`config.mk`:
```
export PLATFORM = sky130hd
export DESIGN_NAME = mta_system
export DESIGN_NICKNAME = d
export VERILOG_FILES = /design/src/rtl/mta_system.sv
export SDC_FILE = /design/constraint.sdc
export NUM_CORES = 1
export LEC_CHECK = 0
export ABC_AREA = 1
export CAP_MARGIN = 20
export CORE_MARGIN = 5
export CORE_UTILIZATION = 41
export DETAILED_ROUTE_END_ITERATION = 7
export GPL_ROUTABILITY_DRIVEN = 0
export SLEW_MARGIN = 5
export SYNTH_ARGS = -nofsm -noshare
export SYNTH_HDL_FRONTEND = slang
export SYNTH_SLANG_ARGS = --single-unit
```
`constraint.sdc`:
```
create_clock -name clk_nw -period 4 [get_ports clk_nw]
set_clock_uncertainty 0.2 [all_clocks]
set_input_delay 0.6 -clock clk_nw [delete_from_list [all_inputs] [get_ports clk_nw]]
set_output_delay 0.6 -clock clk_nw [all_outputs]
set_load 0.01 [all_outputs]
```
`src/rtl/mta_system.sv`:
```
// Inject/broadcast-eject word buffer: ReLU on inject, FIFO head broadcast to every
// eject port, popped once all ports have taken it; per-tile completion flags.
module mta_system #(
    parameter int unsigned DW    = 32,
    parameter int unsigned EPN   = 2,
    parameter int unsigned NW    = 2,
    parameter int unsigned NH    = 2,
    parameter int unsigned ITW   = 2,
    parameter int unsigned ITH   = 2,
    parameter int unsigned ITC   = 2,
    parameter int unsigned DEPTH = 4
) (
    input  logic          clk_nw,
    input  logic          rstn_nw,
    input  logic [DW-1:0] data_i_inject,
    input  logic          valid_i_inject,
    output logic          ready_o_inject,
    output logic [DW-1:0] data_o_eject  [EPN],
    output logic          valid_o_eject [EPN],
    input  logic          ready_i_eject [EPN],
    output logic          tile_done     [NW][NH]
);

    localparam int unsigned T  = NW * NH;
    localparam int unsigned N  = ITW * ITH * ITC;
    localparam int unsigned CW = $clog2(N + 1);
    localparam int unsigned AW = $clog2(DEPTH);
    localparam int unsigned FW = $clog2(DEPTH + 1);
    localparam logic [CW-1:0] N_C     = CW'(N);
    localparam logic [FW-1:0] DEPTH_C = FW'(DEPTH);

    logic [DW-1:0]  mem [DEPTH];
    logic [AW-1:0]  wr_ptr, rd_ptr;
    logic [FW-1:0]  fcnt;
    logic [CW-1:0]  in_cnt, out_cnt, out_cnt_nxt;
    logic [EPN-1:0] taken, take;
    logic           fifo_full, fifo_empty, push, pop;
    logic [DW-1:0]  relu_word;

    // Pop count after which the last word of tile t has left the FIFO.
    function automatic logic [CW-1:0] tile_thr(input int unsigned t);
        if (t < N)
            tile_thr = CW'(t + T * ((N - 1 - t) / T) + 1);
        else
            tile_thr = N_C;
    endfunction

    always_comb begin
        fifo_full      = (fcnt == DEPTH_C);
        fifo_empty     = (fcnt == '0);
        ready_o_inject = rstn_nw & ~fifo_full & (in_cnt < N_C);
        push           = valid_i_inject & ready_o_inject;
        relu_word      = data_i_inject[DW-1] ? '0 : data_i_inject;
        take           = '0;
        for (int unsigned p = 0; p < EPN; p++) begin
            data_o_eject[p]  = mem[rd_ptr];
            valid_o_eject[p] = ~fifo_empty & ~taken[p];
            take[p]          = valid_o_eject[p] & ready_i_eject[p];
        end
        pop         = ~fifo_empty & (&(taken | take));
        out_cnt_nxt = (pop && out_cnt != N_C) ? out_cnt + 1'b1 : out_cnt;
    end

    always_ff @(posedge clk_nw or negedge rstn_nw) begin
        if (!rstn_nw) begin
            for (int unsigned i = 0; i < DEPTH; i++) mem[i] <= '0;
            wr_ptr  <= '0;
            rd_ptr  <= '0;
            fcnt    <= '0;
            in_cnt  <= '0;
            out_cnt <= '0;
            taken   <= '0;
        end else begin
            if (push) begin
                mem[wr_ptr] <= relu_word;
                wr_ptr      <= wr_ptr + 1'b1;
                in_cnt      <= in_cnt + 1'b1;
            end
            if (pop) rd_ptr <= rd_ptr + 1'b1;
            if (push && !pop)
                fcnt <= fcnt + 1'b1;
            else if (pop && !push)
                fcnt <= fcnt - 1'b1;
            taken   <= pop ? '0 : (taken | take);
            out_cnt <= out_cnt_nxt;
        end
    end

    always_ff @(posedge clk_nw or negedge rstn_nw) begin
        if (!rstn_nw) begin
            for (int unsigned x = 0; x < NW; x++)
                for (int unsigned y = 0; y < NH; y++)
                    tile_done[x][y] <= 1'b0;
        end else begin
            for (int unsigned x = 0; x < NW; x++)
                for (int unsigned y = 0; y < NH; y++)
                    if (out_cnt_nxt >= tile_thr(x * NH + y)) tile_done[x][y] <= 1'b1;
        end
    end

endmodule

```
Word-level counts from Yosys, hierarchy flattened

Cells that the tools add are included.

Equality and inequality tests: 2
Reduce and logical (&&, ||, !) cells: 9
$add $sub $neg: 6
Mux-type cells: 11
$lt $le $gt $ge: 8
Bitwise logic cells: 15

Operators by type and width:

| cell                | number |
|---|---|
| $bwmux 128          | 1 |
| $mux 32             | 3 |
| $bmux 32 s2         | 1 |
| $demux 32 s2        | 1 |
| $mux 31             | 1 |
| $ge 4x3->1 const B  | 3 |
| $add 4x1->4 const B | 2 |
| $and 1x1->1         | 8 |
| $ge 3x3->1 const B  | 2 |
| $mux 3              | 2 |
| $not 2->3           | 2 |
| $add 2x1->2 const B | 2 |
| $ge 4x4->1 const B  | 1 |
| $logic_and 1x1->1   | 4 |
| $lt 4x4->1 const B  | 1 |
| $mux 4              | 1 |
| $ne 4x4->1 const B  | 1 |
| $not 1->1           | 4 |
| $add 3x1->3 const B | 1 |
| $eq 3x3->1 const B  | 1 |
| $logic_not 3->1     | 1 |
| $lt 3x1->1 const B  | 1 |
| $sub 3x1->3 const B | 1 |
| $logic_not 1->1     | 2 |
| 4 further kinds     | 4 |

Register bits: 149
Logic and storage cells: 65
Output and inout bits: 71

Longest topological paths before layout

Gate-level depths: netlist (run 1).

Depth after elaboration: 10
Mapped depth: 11
Mapped depth without buffers: 11

Worst setup path after synthesis (run 1)

Ideal clock, no wire load.

Kind: in2reg
Start point: in rstn_nw
End point: reg fcnt[2]
Stages: 10
Path buffers: 0
Arrival time: 2.123 ns
Library setup time: 0.131 ns
Data required time: 3.669 ns
Path slack: 1.547 ns
Path through: nand2_1 > a21oi_4 > nand2_8 > inv_1 > ha_1 > inv_1 > fa_1 > a21oi_1 > o21ai_0 > xor2_1

Cells in the longest elaborated chain, start to end: 6
Elaborated cells on any way between the ends: 8

Ends and longest elaborated chain:

| what                          | line | RTL |
|---|---|---|
| start: declaration            | 14   | `input logic rstn_nw,` |
| $and 1x1->1 (*) (2 in series) | 51   | `ready_o_inject = rstn_nw & ~fifo_full & (in_cnt < N_C);` |
| named net ready_o_inject      | 17   | `output logic ready_o_inject,` |
| $and 1x1->1 (*)               | 52   | `push = valid_i_inject & ready_o_inject;` |
| named net push                | 37   | `logic fifo_full, fifo_empty, push, pop;` |
| $logic_not 1->1               | 82   | `else if (pop && !push)` |
| $logic_and 1x1->1             | 82   |  |
| $reduce_bool 2->1 (no line)   | n/a  |  |
| end signal: assignment        | 81   | `fcnt <= fcnt + 1'b1;` |
| end signal: assignment        | 83   | `fcnt <= fcnt - 1'b1;` |
| end: declaration              | 34   | `logic [FW-1:0] fcnt;` |

The timed path passes the listed nets; every way through them passes the cells marked *.
A chain may end at the register's enable or synchronous reset.

==> results of run 1 <==
## stage by stage
| step | total power, mW | utilization (%) |
|---|---|---|
| 3_5_place_dp | 3.991 | 46.76 |
| 5_1_grt | 6.104 | 50.81 |
| 6_report | 5.753 | 50.81 |
| 4_1_cts | 5.832 | 50.81 |
| 2_1_floorplan | 3.040 | - |
| 3_3_place_gp | 3.951 | 46.76 |
## area by class of cell
| cell class | count | share of cell area, % |
|---|---|---|
| clock inverters | 10 | 2.315 |
| well taps | 225 | 3.215 |
| multi-input cells | 391 | 32.26 |
| repair buffers | 113 | 12.87 |
| clock buffers | 22 | 5.529 |
| inverters | 55 | 2.357 |
| flip-flops and latches | 145 | 41.45 |
## cells by family after synthesis
kind of cell	after synthesis	synth area share, %
buf+inv	122	9.878
xor+xnor	7	0.8567
simple gates	146	9.283
compound gates	102	7.885
mux	125	19.67
fa+ha+maj	9	1.678
flops	145	50.70
other cells	1	0.05240
## report_power, final
part           leakage (nW)  total, mW  internal [mW]  switching, mW
Sequential             1.96       1.62           1.53         0.0972
Clock                 0.336       1.82           1.23          0.588
Combinational          2.03       2.31           1.11           1.19
## per-layer routing
| metal | global-route usage [%] | wire length [um] | vias to the layer above |
|---|---|---|---|
| li1 | - | - | 2303 |
| met1 | 21.16 | 7151 | 2463 |
| met2 | 27.83 | 7925 | 94 |
| met3 | 4.335 | 586 | 13 |
| met4 | 4.343 | 134 | 0 |
| met5 | 0 | 0 | - |
## registers in the layout, indices dropped and copies added, names as in the netlist
register   flops
mem          124
in_cnt         4
out_cnt        4
tile_done      4
fcnt           3
rd_ptr         2
taken          2
wr_ptr         2
## cells in the final DEF, fill, tap and decap left out, types with 8 or more instances in the layout
cell | netlist | final
dfrtp_1 | 145 | 144
clkdlybuf4s50_1 | 0 | 104
nor2_1 | 102 | 102
mux2_2 | 99 | 99
o21ai_0 | 65 | 65
inv_1 | 54 | 54
o22ai_1 | 31 | 31
mux2_1 | 26 | 26
nand2_1 | 25 | 25
clkbuf_16 | 0 | 17
ha_1 | 8 | 8
## final timing paths
kind / to / slack (ns) / depth (start not counted) / startpoint
worst min-delay path: in_cnt[3] / 0.26 / 2 / in_cnt[3]
worst max register to register: fcnt[2] / 1.53 / 11 / fcnt[1]
worst min register to register: in_cnt[3] / 0.26 / 2 / in_cnt[3]
min in group asynchronous: mem[121] / 0.45 / 2 / rstn_nw
max in group asynchronous: rd_ptr[0] / 1.98 / 3 / rstn_nw
worst max-delay path: data_o_eject[27] / 0.45 / 5 / rd_ptr[0]
## cell usage after synthesis (2+ instances only)
cell type,instances
a21oi_1,4
buf_1,2
buf_4,33
buf_6,3
buf_8,9
clkbuf_1,19
dfrtp_1,145
ha_1,8
inv_1,54
mux2_1,26
mux2_2,99
nand2_1,25
nand2_2,3
nand3_1,3
nand4_1,5
nor2_1,102
nor2_8,4
o21ai_0,65
o22ai_1,31
xnor2_1,4
xor2_1,3
## worst max-delay path: stages, from the launching register on
cell             delay [ns]
dfrtp_2                0.61
inv_2                  0.50
buf_12                 0.25
o21ai_0                0.10
o22ai_1                0.24
clkdlybuf4s50_1        0.60
==> results by group, run 1 <==
Finish
  – Fill cells: 1502
  – Diode count: 0
  – Area Overhead vs Synth: 22.36%
  – Share of layout cells above drive strength 1: roughly 21%
  – Post-Layout Cell Count: a little under 1000
  – Footprint of the multi-input gates: ~2800 sq um
  – Sequential Area: approximately 3600 sq um
  – Nets: 769
  – Cell area after layout: approximately 8800 sq um

Timing
  – Final min period: about 3.6 ns
  – RSZ-0062 raised after global routing: no
  – Peak Freq: about 0.28 GHz
  – Max-slew violation count: 0
  – Period utilisation layout: between 80 and 90%
  – Final hold vios: 0
  – Worst slew pin tran: 0.7829 ns
  – PnR worst setup slack: roughly 0.45 ns
  – Total negative slack: 0 ns
  – Max_slew headroom: between 40% and 50%
  – Hold slack final: 0.2595 ns
  – Final setup violation count: 0

Run
  – Maxcap violations: 0

GRT
  – Vias in the first global route: 5157
  – First-pass GRT wire length: roughly 26000 um
  – Largest net degree at the start of global routing: 63
  – Initial antenna violation count: 0
  – Gr ovfl total: 0
  – Overall Global Routing Usage: about 16%

Clock network
  – Root buf cell: clkbuf_16
  – CTS buffer count: 17
  – TritonCTS clock tree: yes
  – Post-CTS setup buffer count: 0
  – CTS Hold Bufs: 1
  – Clk buf depth: 2
  – Clk sinks: between 100 and 150
  – Resized Gates After CTS: 0
  – Htree depth: 4
  – Clock transition at the registers of the reported paths: approximately 0.060 ns
  – Latest clock arrival within the worst-skew pair: about 0.4 ns

Synth
  – EDFF count, synth: 0
  – Synth Warn #: 0
  – Top post-synthesis cells by area: dfrtp_1 (51%), mux2_2 (16%), nor2_1 (5.3%)
  – Post-synth top area cell: dfrtp_1
  – Seq/Total Area, Yosys: 50.70%
  – Post-Syn Area: approximately 7200 sq um
  – Fraction of registers with async set/reset: 100.0%
  – Post-Synthesis Cells: 657
  – Synth Flop Type: dfrtp_1
  – Area share of the largest cell type after synthesis: 50.70%
  – #FFs+latches synth: ~150
  – Netlist cell types: 31
  – Post-Synthesis Mean Instance Area: between 10 and 15 sq um

Detailed routing
  – Final WL: between 15000 and 20000 um
  – Starting DRC count in detailed routing: between 150 and 200
  – Routed WL per cell: 16.44 um
  – Drt drc: 0
  – Detailed-route via count: 4873
  – Post-route ant nets: 0
  – Vias per inst: between 5 and 6
  – Drt pass-1 iters: 6

Die
  – Core area: between 15000 and 20000 sq um
  – Row cnt: 48
  – Full die area: approximately 20000 sq um
  – Starting Density: 41.52%
  – Die H: 142.1 um
  – I/O Pins: around 110
  – Die width: between 100 and 150 um

Placement
  – Placed cell count: 928
  – DP Worst Slack: 0.9110 ns
  – Post-DP HPWL: ~10000 um
  – IO buf count: 105
  – Post-DP Area: about 8100 sq um

Critical path
  – Crit Path Category: reg -> out
  – Arrival time worst endpoint: ~2.8 ns
  – Critical path fanouts, max: 33
  – CP required: approximately 3.2 ns
  – Critical Path Sink Type: output pin
  – Crit start category: flop

Power
  – Pwr Density: between 600 and 700 nW/um^2
  – Lkg Pwr: between 4 and 5 nW
  – Worst VDD drop: around 0.41 mV

Worst hold path
  – HP Class: reg -> reg

Run status
  – Status: complete, no violations
(Power assumes the default switching activity.)
==> run 2, diff against run 1 <==
--- a/config.mk
+++ b/config.mk
@@ -7,10 +7,12 @@
 export LEC_CHECK = 0
 export ABC_AREA = 1
 export CAP_MARGIN = 20
+export CORE_ASPECT_RATIO = 0.5
 export CORE_MARGIN = 5
-export CORE_UTILIZATION = 41
+export CORE_UTILIZATION = 50
 export DETAILED_ROUTE_END_ITERATION = 7
 export GPL_ROUTABILITY_DRIVEN = 0
+export PLACE_DENSITY = 0.75
 export SLEW_MARGIN = 5
 export SYNTH_ARGS = -nofsm -noshare
 export SYNTH_HDL_FRONTEND = slang
==> run 2 against run 1 <==
Effect of this change: first-iteration DRC count is 28% higher; design area down 1.9%; combinational power is essentially flat; flip-flop and latch count stayed put; via count is 0.72% higher; setup slack improved by 0.32 ns; non-clock buffer count is 1 higher; hold slack improved by 0.010 ns; total power fell by 5.8%; die area fell by 16%; sequential power barely moved; clock-buffer cell count down 2; critical path type unchanged.
==> results by group, run 2 (synthesis results as in run 1) <==
Timing
  – Period utilisation layout: 80.77%
  – Max-slew violation count: 0
  – PnR worst setup slack: 0.7694 ns
  – Max_slew headroom: approximately 37%
  – Final hold vios: 0
  – RSZ-0062 raised after global routing: no
  – Worst slew pin tran: ~0.94 ns
  – Final min period: roughly 3.2 ns
  – Total negative slack: 0 ns
  – Final setup violation count: 0
  – Peak Freq: 0.3095 GHz
  – Hold slack final: between 0.2 and 0.3 ns

Worst hold path
  – Min-Delay Path Depth: 2
  – Worst Hold End: in_cnt[3]
  – HP Class: reg -> reg
  – Hold Startpoint: in_cnt[3]

Die
  – Core area: roughly 14000 sq um
  – Die width: ~180 um
  – Die H: 94.60 um
  – Full die area: 16950 sq um
  – I/O Pins: 108
  – Starting Density: roughly 52%
  – Row cnt: 30

Power
  – Pwr Density: between 600 and 700 nW/um^2
  – Lkg Pwr: between 4 and 5 nW
  – Worst VDD drop: approximately 0.35 mV
  – Total power draw: 5.416 mW

Critical path
  – Crit start category: flop
  – Critical Path Sink Type: output pin
  – R2r setup slk: between 1 and 1.5 ns
  – Critical path fanouts, max: 24
  – Critical path's slowest cell: clkdlybuf4s50_1
  – Arrival time worst endpoint: 2.43 ns
  – Crit Path Category: reg -> out
  – Crit-path max cell delay: 0.60 ns
  – Worst r2r src: fcnt[0]
  – RR Endpoint: fcnt[2]
  – CP cell instances: inv_2, buf_4, o21ai_0, o22ai_1, clkdlybuf4s50_1
  – CP required: ~3.2 ns
  – R2r worst-path depth: 11

GRT
  – Largest net degree at the start of global routing: 79
  – Initial antenna violation count: 0
  – Vias in the first global route: about 5200
  – Overall Global Routing Usage: approximately a fifth
  – Gr ovfl total: 0
  – First-pass GRT wire length: 25520 um

Finish
  – Post-Layout Cell Count: about 930
  – Share of layout cells above drive strength 1: 20.65%
  – Nets: between 700 and 800
  – Most frequent cells in the layout: dfrtp_1 (144), clkdlybuf4s50_1 (104), nor2_1 (102)
  – Max FFs per register: 124
  – Diode count: 0
  – Largest register by flop count: mem
  – Area Overhead vs Synth: 19.98%
  – Commonest non-fill, non-tap cell in the layout: dfrtp_1
  – Fill cells: approximately 1100

Clock network
  – Clk buf depth: 2
  – Resized Gates After CTS: 0
  – CTS buffer count: 17
  – Clock transition at the registers of the reported paths: about 0.060 ns
  – Latest clock arrival within the worst-skew pair: between 0.4 and 0.5 ns
  – Root buf cell: clkbuf_16
  – TritonCTS clock tree: yes
  – Htree depth: 4
  – Clk sinks: 145

Placement
  – Post-DP HPWL: 9553 um
  – Placed cell count: 896
  – DP Worst Slack: around 1.1 ns
  – IO buf count: between 100 and 150

Detailed routing
  – Vias per inst: ~5.3
  – Post-route ant nets: 0
  – Routed WL per cell: 16.49 um
  – Final WL: between 15000 and 20000 um
  – Starting DRC count in detailed routing: 203
  – Drt pass-1 iters: 4
  – Detailed-route via count: 4908
  – Drt drc: 0

Run
  – Maxcap violations: 0

Run status
  – Status: complete, no violations
[run 2: what timing repair did]
| item | in CTS | in global routing |
|---|---|---|
| hold buffers | 1 | 0 |
| endpoints found under the hold margin | 27 | 0 |
| setup buffers | 0 | 0 |
[run 2: final cells by class]
cell class                 instances  area, sq um  share of cell area, %
clock buffer                      20        456.7                  5.318
clock inverter                    11        106.4                  1.239
inverter                          55        206.4                  2.404
multi-input combinational        391         2825                  32.90
sequential                       145         3630                  42.27
tap                              192        240.2                  2.798
timing repair buffer             114         1122                  13.07
[run 2: where the power goes]
group,internal [mW],switching [mW]
registers,1.53,0.0582
clock network,0.890,0.612
logic,1.11,1.22
[run 2: worst max-delay path by stage]
stage,startpoint,endpoint,slack [ns],cells past startpoint
floorplan,rstn_nw,fcnt[2],1.55,10
global placement,valid_i_inject,fcnt[2],1.17,9
detailed placement,rstn_nw,fcnt[2],1.08,11
CTS,rd_ptr[0],data_o_eject[40],0.74,5
global route,rd_ptr[0],data_o_eject[40],0.59,5
finish,rd_ptr[0],data_o_eject[40],0.77,5
[run 2: layer usage]
layer,track usage (%),vias up,wire [um]
li1,-,2302,-
met1,24.74,2467,6839
met2,32.09,112,7503
met3,4.040,27,690
met4,7.790,0,272
met5,0,-,0
[run 2: stage by stage]
stage	util, %	area, sq um
after floorplan	-	7161
after global placement	58.17	8014
after detailed placement	58.17	8014
after CTS	62.33	8587
after global routing	62.33	8587
final	62.33	8587
[run 2: worst max-delay path: cells and delay by family, from the launching register on]
family                 cells  cell delay [ns]
AOI/OAI and AO/OA          2             0.35
buffers and inverters      3             1.25
DFF                        1             0.40
